[src/rtl/lif_ctrl_pkg.sv]
// Shared definitions for the LIF neuron update scheduler: controller
// states and default sizing.
package lif_ctrl_pkg;

  localparam int NUM_NEURONS_DEF = 3;
  localparam int DATA_W_DEF      = 8;

  // Load phases come first (IDLE captures threshold), then the run phases.
  typedef enum logic [2:0] {
    IDLE   = 3'd0,
    LD_DEC = 3'd1,
    LD_REF = 3'd2,
    READY  = 3'd3,
    RUN    = 3'd4
  } lif_state_e;

  // True for the states in which a config word is accepted.
  function automatic logic is_load_state(input lif_state_e st);
    logic res;
    case (st)
      IDLE, LD_DEC, LD_REF: res = 1'b1;
      default:              res = 1'b0;
    endcase
    return res;
  endfunction

endpackage

[src/rtl/lif_slot_counter.sv]
// Time-multiplexing slot counter: steps through the neuron slots while
// enabled, wraps after the last one and decodes the slot to one-hot.
module lif_slot_counter
  import lif_ctrl_pkg::*;
#(
  parameter int NUM_NEURONS = NUM_NEURONS_DEF
) (
  input  logic                   clk,
  input  logic                   rst_n,
  input  logic                   clear,
  input  logic                   enable,
  output logic [1:0]             slot_idx,
  output logic                   last_slot,
  output logic [NUM_NEURONS-1:0] slot_onehot
);

  localparam logic [1:0] LAST_SLOT = 2'(NUM_NEURONS - 1);

  logic [1:0] slot_r;

  // Slot register: clear wins over advance; wraps on the last slot.
  always_ff @(posedge clk or negedge rst_n) begin
    if (!rst_n) begin
      slot_r <= 2'd0;
    end else if (clear) begin
      slot_r <= 2'd0;
    end else if (enable) begin
      if (slot_r == LAST_SLOT) begin
        slot_r <= 2'd0;
      end else begin
        slot_r <= slot_r + 2'd1;
      end
    end
  end

  // One-hot decode of the current slot.
  always_comb begin
    slot_onehot = '0;
    for (int i = 0; i < NUM_NEURONS; i++) begin
      if (slot_r == 2'(i)) begin
        slot_onehot[i] = 1'b1;
      end else begin
        slot_onehot[i] = 1'b0;
      end
    end
  end

  assign slot_idx  = slot_r;
  assign last_slot = (slot_r == LAST_SLOT);

endmodule

[src/rtl/lif_neuron_scheduler.sv]
// LIF neuron scheduler: loads threshold/decay/refractory parameters over a
// shared config handshake, then issues one-hot update enables across the
// neuron slots in frames while run_req is held, counting completed frames.
module lif_neuron_scheduler
  import lif_ctrl_pkg::*;
#(
  parameter int NUM_NEURONS = NUM_NEURONS_DEF,
  parameter int DATA_W      = DATA_W_DEF
) (
  input  logic                   clk,
  input  logic                   rst_n,
  input  logic                   cfg_valid,
  input  logic [DATA_W-1:0]      cfg_data,
  output logic                   cfg_ready,
  input  logic                   run_req,
  input  logic                   halt,
  output logic [DATA_W-1:0]      threshold,
  output logic [DATA_W-1:0]      decay,
  output logic [DATA_W-1:0]      refractory_period,
  output logic                   cfg_loaded,
  output logic [NUM_NEURONS-1:0] neuron_en,
  output logic [1:0]             slot_idx,
  output logic                   frame_done,
  output logic [15:0]            step_count
);

  lif_state_e state_r, state_next_s;

  logic [DATA_W-1:0]      threshold_r, decay_r, refractory_r;
  logic                   cfg_loaded_r;
  logic [15:0]            step_count_r;
  logic                   last_slot_s;
  logic [NUM_NEURONS-1:0] slot_onehot_s;
  logic                   in_run_s;
  logic                   cfg_take_s;

  assign in_run_s   = (state_r == RUN);
  // A coincident halt discards the handshake.
  assign cfg_take_s = cfg_valid && cfg_ready && !halt;

  // Controller state register.
  always_ff @(posedge clk or negedge rst_n) begin
    if (!rst_n) begin
      state_r <= IDLE;
    end else begin
      state_r <= state_next_s;
    end
  end

  // Next-state logic; halt overrides everything, frames always complete.
  always_comb begin
    state_next_s = state_r;
    if (halt) begin
      state_next_s = IDLE;
    end else begin
      case (state_r)
        IDLE: begin
          if (cfg_valid) state_next_s = LD_DEC;
          else           state_next_s = IDLE;
        end
        LD_DEC: begin
          if (cfg_valid) state_next_s = LD_REF;
          else           state_next_s = LD_DEC;
        end
        LD_REF: begin
          if (cfg_valid) state_next_s = READY;
          else           state_next_s = LD_REF;
        end
        READY: begin
          if (run_req) state_next_s = RUN;
          else         state_next_s = READY;
        end
        RUN: begin
          if (last_slot_s) begin
            if (run_req) state_next_s = RUN;
            else         state_next_s = READY;
          end else begin
            state_next_s = RUN;
          end
        end
        default: state_next_s = IDLE;
      endcase
    end
  end

  // Config acceptance depends on the state alone.
  always_comb begin
    cfg_ready = 1'b0;
    if (is_load_state(state_r)) begin
      cfg_ready = 1'b1;
    end else begin
      cfg_ready = 1'b0;
    end
  end

  // Parameter capture in load order; values survive halt.
  always_ff @(posedge clk or negedge rst_n) begin
    if (!rst_n) begin
      threshold_r  <= '0;
      decay_r      <= '0;
      refractory_r <= '0;
    end else if (cfg_take_s) begin
      case (state_r)
        IDLE:    threshold_r  <= cfg_data;
        LD_DEC:  decay_r      <= cfg_data;
        LD_REF:  refractory_r <= cfg_data;
        default: threshold_r  <= threshold_r;
      endcase
    end
  end

  // Loaded flag: set with the last parameter, dropped by halt.
  always_ff @(posedge clk or negedge rst_n) begin
    if (!rst_n) begin
      cfg_loaded_r <= 1'b0;
    end else if (halt) begin
      cfg_loaded_r <= 1'b0;
    end else if (cfg_take_s && (state_r == LD_REF)) begin
      cfg_loaded_r <= 1'b1;
    end
  end

  // Completed-frame counter, wraps naturally at 16 bits; kept over halt.
  always_ff @(posedge clk or negedge rst_n) begin
    if (!rst_n) begin
      step_count_r <= 16'd0;
    end else if (!halt && in_run_s && last_slot_s) begin
      step_count_r <= step_count_r + 16'd1;
    end
  end

  lif_slot_counter #(
    .NUM_NEURONS (NUM_NEURONS)
  ) u_slot_counter (
    .clk         (clk),
    .rst_n       (rst_n),
    .clear       (halt),
    .enable      (in_run_s),
    .slot_idx    (slot_idx),
    .last_slot   (last_slot_s),
    .slot_onehot (slot_onehot_s)
  );

  assign neuron_en         = in_run_s ? slot_onehot_s : '0;
  assign frame_done        = in_run_s && last_slot_s;
  assign threshold         = threshold_r;
  assign decay             = decay_r;
  assign refractory_period = refractory_r;
  assign cfg_loaded        = cfg_loaded_r;
  assign step_count        = step_count_r;

endmodule

[config.mk]
export PLATFORM = sky130hd
export DESIGN_NAME = lif_neuron_scheduler
export DESIGN_NICKNAME = d
export VERILOG_FILES = /design/src/rtl/lif_ctrl_pkg.sv /design/src/rtl/lif_slot_counter.sv /design/src/rtl/lif_neuron_scheduler.sv
export SDC_FILE = /design/constraint.sdc
export NUM_CORES = 1
export LEC_CHECK = 0
export CAP_MARGIN = 20
export CORE_ASPECT_RATIO = 1.5
export CORE_MARGIN = 1
export CORE_UTILIZATION = 25
export DETAILED_ROUTE_END_ITERATION = 16
export PLACE_DENSITY = 0.59
export SYNTH_ARGS = -nofsm -noshare
export SYNTH_HDL_FRONTEND = slang
export SYNTH_SLANG_ARGS = --single-unit
[constraint.sdc]
create_clock -name clk -period 2 [get_ports clk]
set_input_delay 0.4 -clock clk [delete_from_list [all_inputs] [get_ports clk]]
set_output_delay 0.4 -clock clk [all_outputs]
set_load 0.01 [all_outputs]
==> impl_metrics.tcl <==
set metrics [dict create \
    hold_path.class "input pin to async pin" \
    ant_nets 0 \
    synth_area_um2 1960 \
    max_slew.worst_pin.slew_ns 0.405 \
    viasPerCell 4.32 \
    p_leak_nw 1.28 \
    power_mw 2.65 \
    place_inst 320 \
    place_congestion 0.734 \
    area_growth_pct 50.8 \
    overflow 0 \
    totalWireLength_um 4160 \
    start_util 0.257 \
    ir_worst_vdd_mv 0.353 \
    cp_top_family "simple AND/OR/NAND/NOR gates" \
    io_pins 61 \
    vias 1421 \
    ys.flop_type "dfrtp_1" \
    reg2reg_slack_ns 0.15 \
    insertedDiodeCount 0 \
    cts_tree "done" \
    fp.dieH_um 110 \
    htreeDepth 2 \
    synth_warnings 0 \
    drtPass1Iterations 4 \
    path_cells "or3b_4 > nor2_2 > dlygate4sd2_1" \
    die_w_um 74.3 \
    wl_per_cell_um 12.6 \
    critical_path_peak_fanout 6 \
    slowest_stage "or3b_4" \
    ys_ff_latch 46 \
    cts_buffers 5 \
    grt_pass1_wl_um 6740 \
    rsz0062_at_grt "no" \
    hold_viol_final 0 \
    synth_edf_count 0 \
    grt_pass1_vias 1354 \
    ff2ff_path_depth 6 \
    antenna_found_initial 0 \
    die-area_um2 8200 \
    critical_path_class "flip-flop to primary output" \
    drive_gt1_frac 0.247 \
    yosysUniqueCellTypes 31 \
    cap_viol_max_count 0 \
    port_buffers 60 \
    cts_sinks 46 \
    setup_viol 0 \
    cts_root_buf "clkbuf_16" \
    maxSlewViolCount 0 \
    synthCells 150 \
    drc_errors 0 \
    status "completed" \
    worstPathArrival_ns 1.54 \
    cellPowerDensity_nw_per_um2 898 \
    regToRegStartpoint "state_r[1]" \
    synth_nets 164 \
    cpPeakStageDelay_ns 0.45 \
    postCtsHoldBufs 0 \
    clk_pin_slew_ns 0.06 \
    path_buf_inv 1 \
    layoutNonFillerInstCount 329 \
    dr.first_iter.drc_count 20 \
    final_core_util 0.388 \
    fin_skew_ns 0.00760 \
    min_period_over_period 0.968 \
    dp_hpwl_um 3040 \
    grt_usage 0.108 \
    worstSetupPathDepth 3 \
    fmax_mhz 517 \
    syn_avg_cell_area_um2 13.1 \
    r2r_end "step_count[13]" \
    nNetsFinal 240 \
    end_kind "primary output" \
    rows 39 \
    core_area_um2 7610 \
    ctsLongestPathBuffers 2 \
    cp.required_ns 1.60 \
    final.min_clock_period_ns 1.94 \
    ys_async_sr_fraction 1.00 \
    synth-seq-area-share 0.587 \
    relSlewSlack 0.730 \
    clkLatencyLatePin_ns 0.28 \
    grt_max_degree 31 \
    start_kind "flip-flop" \
]
==> registers in the layout, summed over array words and instances, names as in the netlist <==
signal and flops:
step_count 16, decay 8, refractory_period 8, threshold 8, state_r 3, u_slot_counter.slot_idx 2, cfg_loaded 1
==> cell families (layout without fill, tap and decap cells) <==
kind of cell | count (synthesis) | after routing | synth area share
and+or+nand+nor | 44 | 44 | 0.137
AOI/OAI and AO/OA | 10 | 10 | 0.0307
buffers and inverters | 9 | 86 | 0.0275
xor gates and xnor gates | 15 | 15 | 0.0671
muxes | 25 | 25 | 0.144
DFF | 46 | 46 | 0.587
adders and majority gates | 1 | 1 | 0.00638
==> per-layer routing <==
layer,GRT usage,wire (um),vias to the layer above
met2,0.187,2180,41
met3,0.0274,206,4
met4,0.0377,55,0
li1,-,-,682
met1,0.125,1720,694
met5,0,0,-
==> worst reg2reg max path, delay by kind of cell, from the launching register on <==
family,cells,cell delay [ns]
and+or+nand+nor,3,0.81
DFF,1,0.39
xor gates and xnor gates,1,0.15
buffers and inverters,2,0.38
==> timing repair <==
item | CTS | global route
buffers inserted | 0 | 1
gates resized for setup | 7 | 5
endpoints found under the hold margin | 0 | 0
pin swaps | 0 | 1
endpoints found under the setup margin | 4 | 3
==> final cells by class <==
type / instances / area, um2
repair buffers: 76 / 736
multi-input cells: 95 / 767
flip-flops and latches: 46 / 1150
inverters: 2 / 7.51
well taps: 102 / 128
clock inverters: 2 / 37.5
clock buffers: 6 / 129
fillers: 783 / 4660
==> synthesized netlist by cell type, drive strengths merged, types with 2 or more instances <==
cell type / instances / area [um2]
dfrtp: 46 / 1150
mux2: 25 / 282
xnor2: 13 / 114
nand2: 8 / 30.0
nand3: 8 / 40.0
nor2: 8 / 30.0
a21oi: 4 / 20.0
buf: 4 / 35.0
nand4: 4 / 25.0
and3: 3 / 18.8
clkbuf: 3 / 11.3
a31oi: 2 / 12.5
and4: 2 / 17.5
inv: 2 / 7.51
nand4b: 2 / 17.5
nor3: 2 / 10.0
xor2: 2 / 17.5
==> metrics by stage <==
step / instance area [um2] / setup slack (ns) / TNS (ns) / hold WS (ns)
floorplan: 1960 / 0.203 / 0 / 0.104
global route: 2960 / 0.00757 / 0 / 0.0569
finish: 2960 / 0.0648 / 0 / 0.0433
detailed placement: 2770 / -0.0622 / -0.0751 / 0.353
CTS: 2950 / 0.00577 / 0 / 0.0540
global placement: 2770 / -0.0313 / -0.0382 / 0.353
==> placed cells by master (no fill, tap or decap), drive strengths merged, types with 2 or more instances in the layout <==
cell type | synthesis | routed
clkdlybuf4s50 | 0 | 54
dfrtp | 46 | 46
mux2 | 25 | 25
buf | 4 | 17
xnor2 | 13 | 13
nand2 | 8 | 8
nand3 | 8 | 8
nor2 | 8 | 8
clkbuf | 3 | 7
a21oi | 4 | 4
nand4 | 4 | 4
and3 | 3 | 3
inv | 2 | 2
a31oi | 2 | 2
nand4b | 2 | 2
and4 | 2 | 2
xor2 | 2 | 2
dlygate4sd2 | 0 | 2
nor3 | 2 | 2
==> worst max path at each step <==
stage	from	to
floorplan	state_r[0]	step_count[12]
global placement	state_r[0]	neuron_en[0]
detailed placement	state_r[0]	neuron_en[0]
CTS	state_r[0]	neuron_en[1]
global route	state_r[1]	neuron_en[0]
finish	state_r[1]	frame_done
==> power breakdown <==
part | internal, mW | switching (mW)
clock network | 0.589 | 0.328
registers | 1.08 | 0.0689
logic | 0.382 | 0.209
total | 2.05 | 0.606
Power figures use the tool's default switching activity.
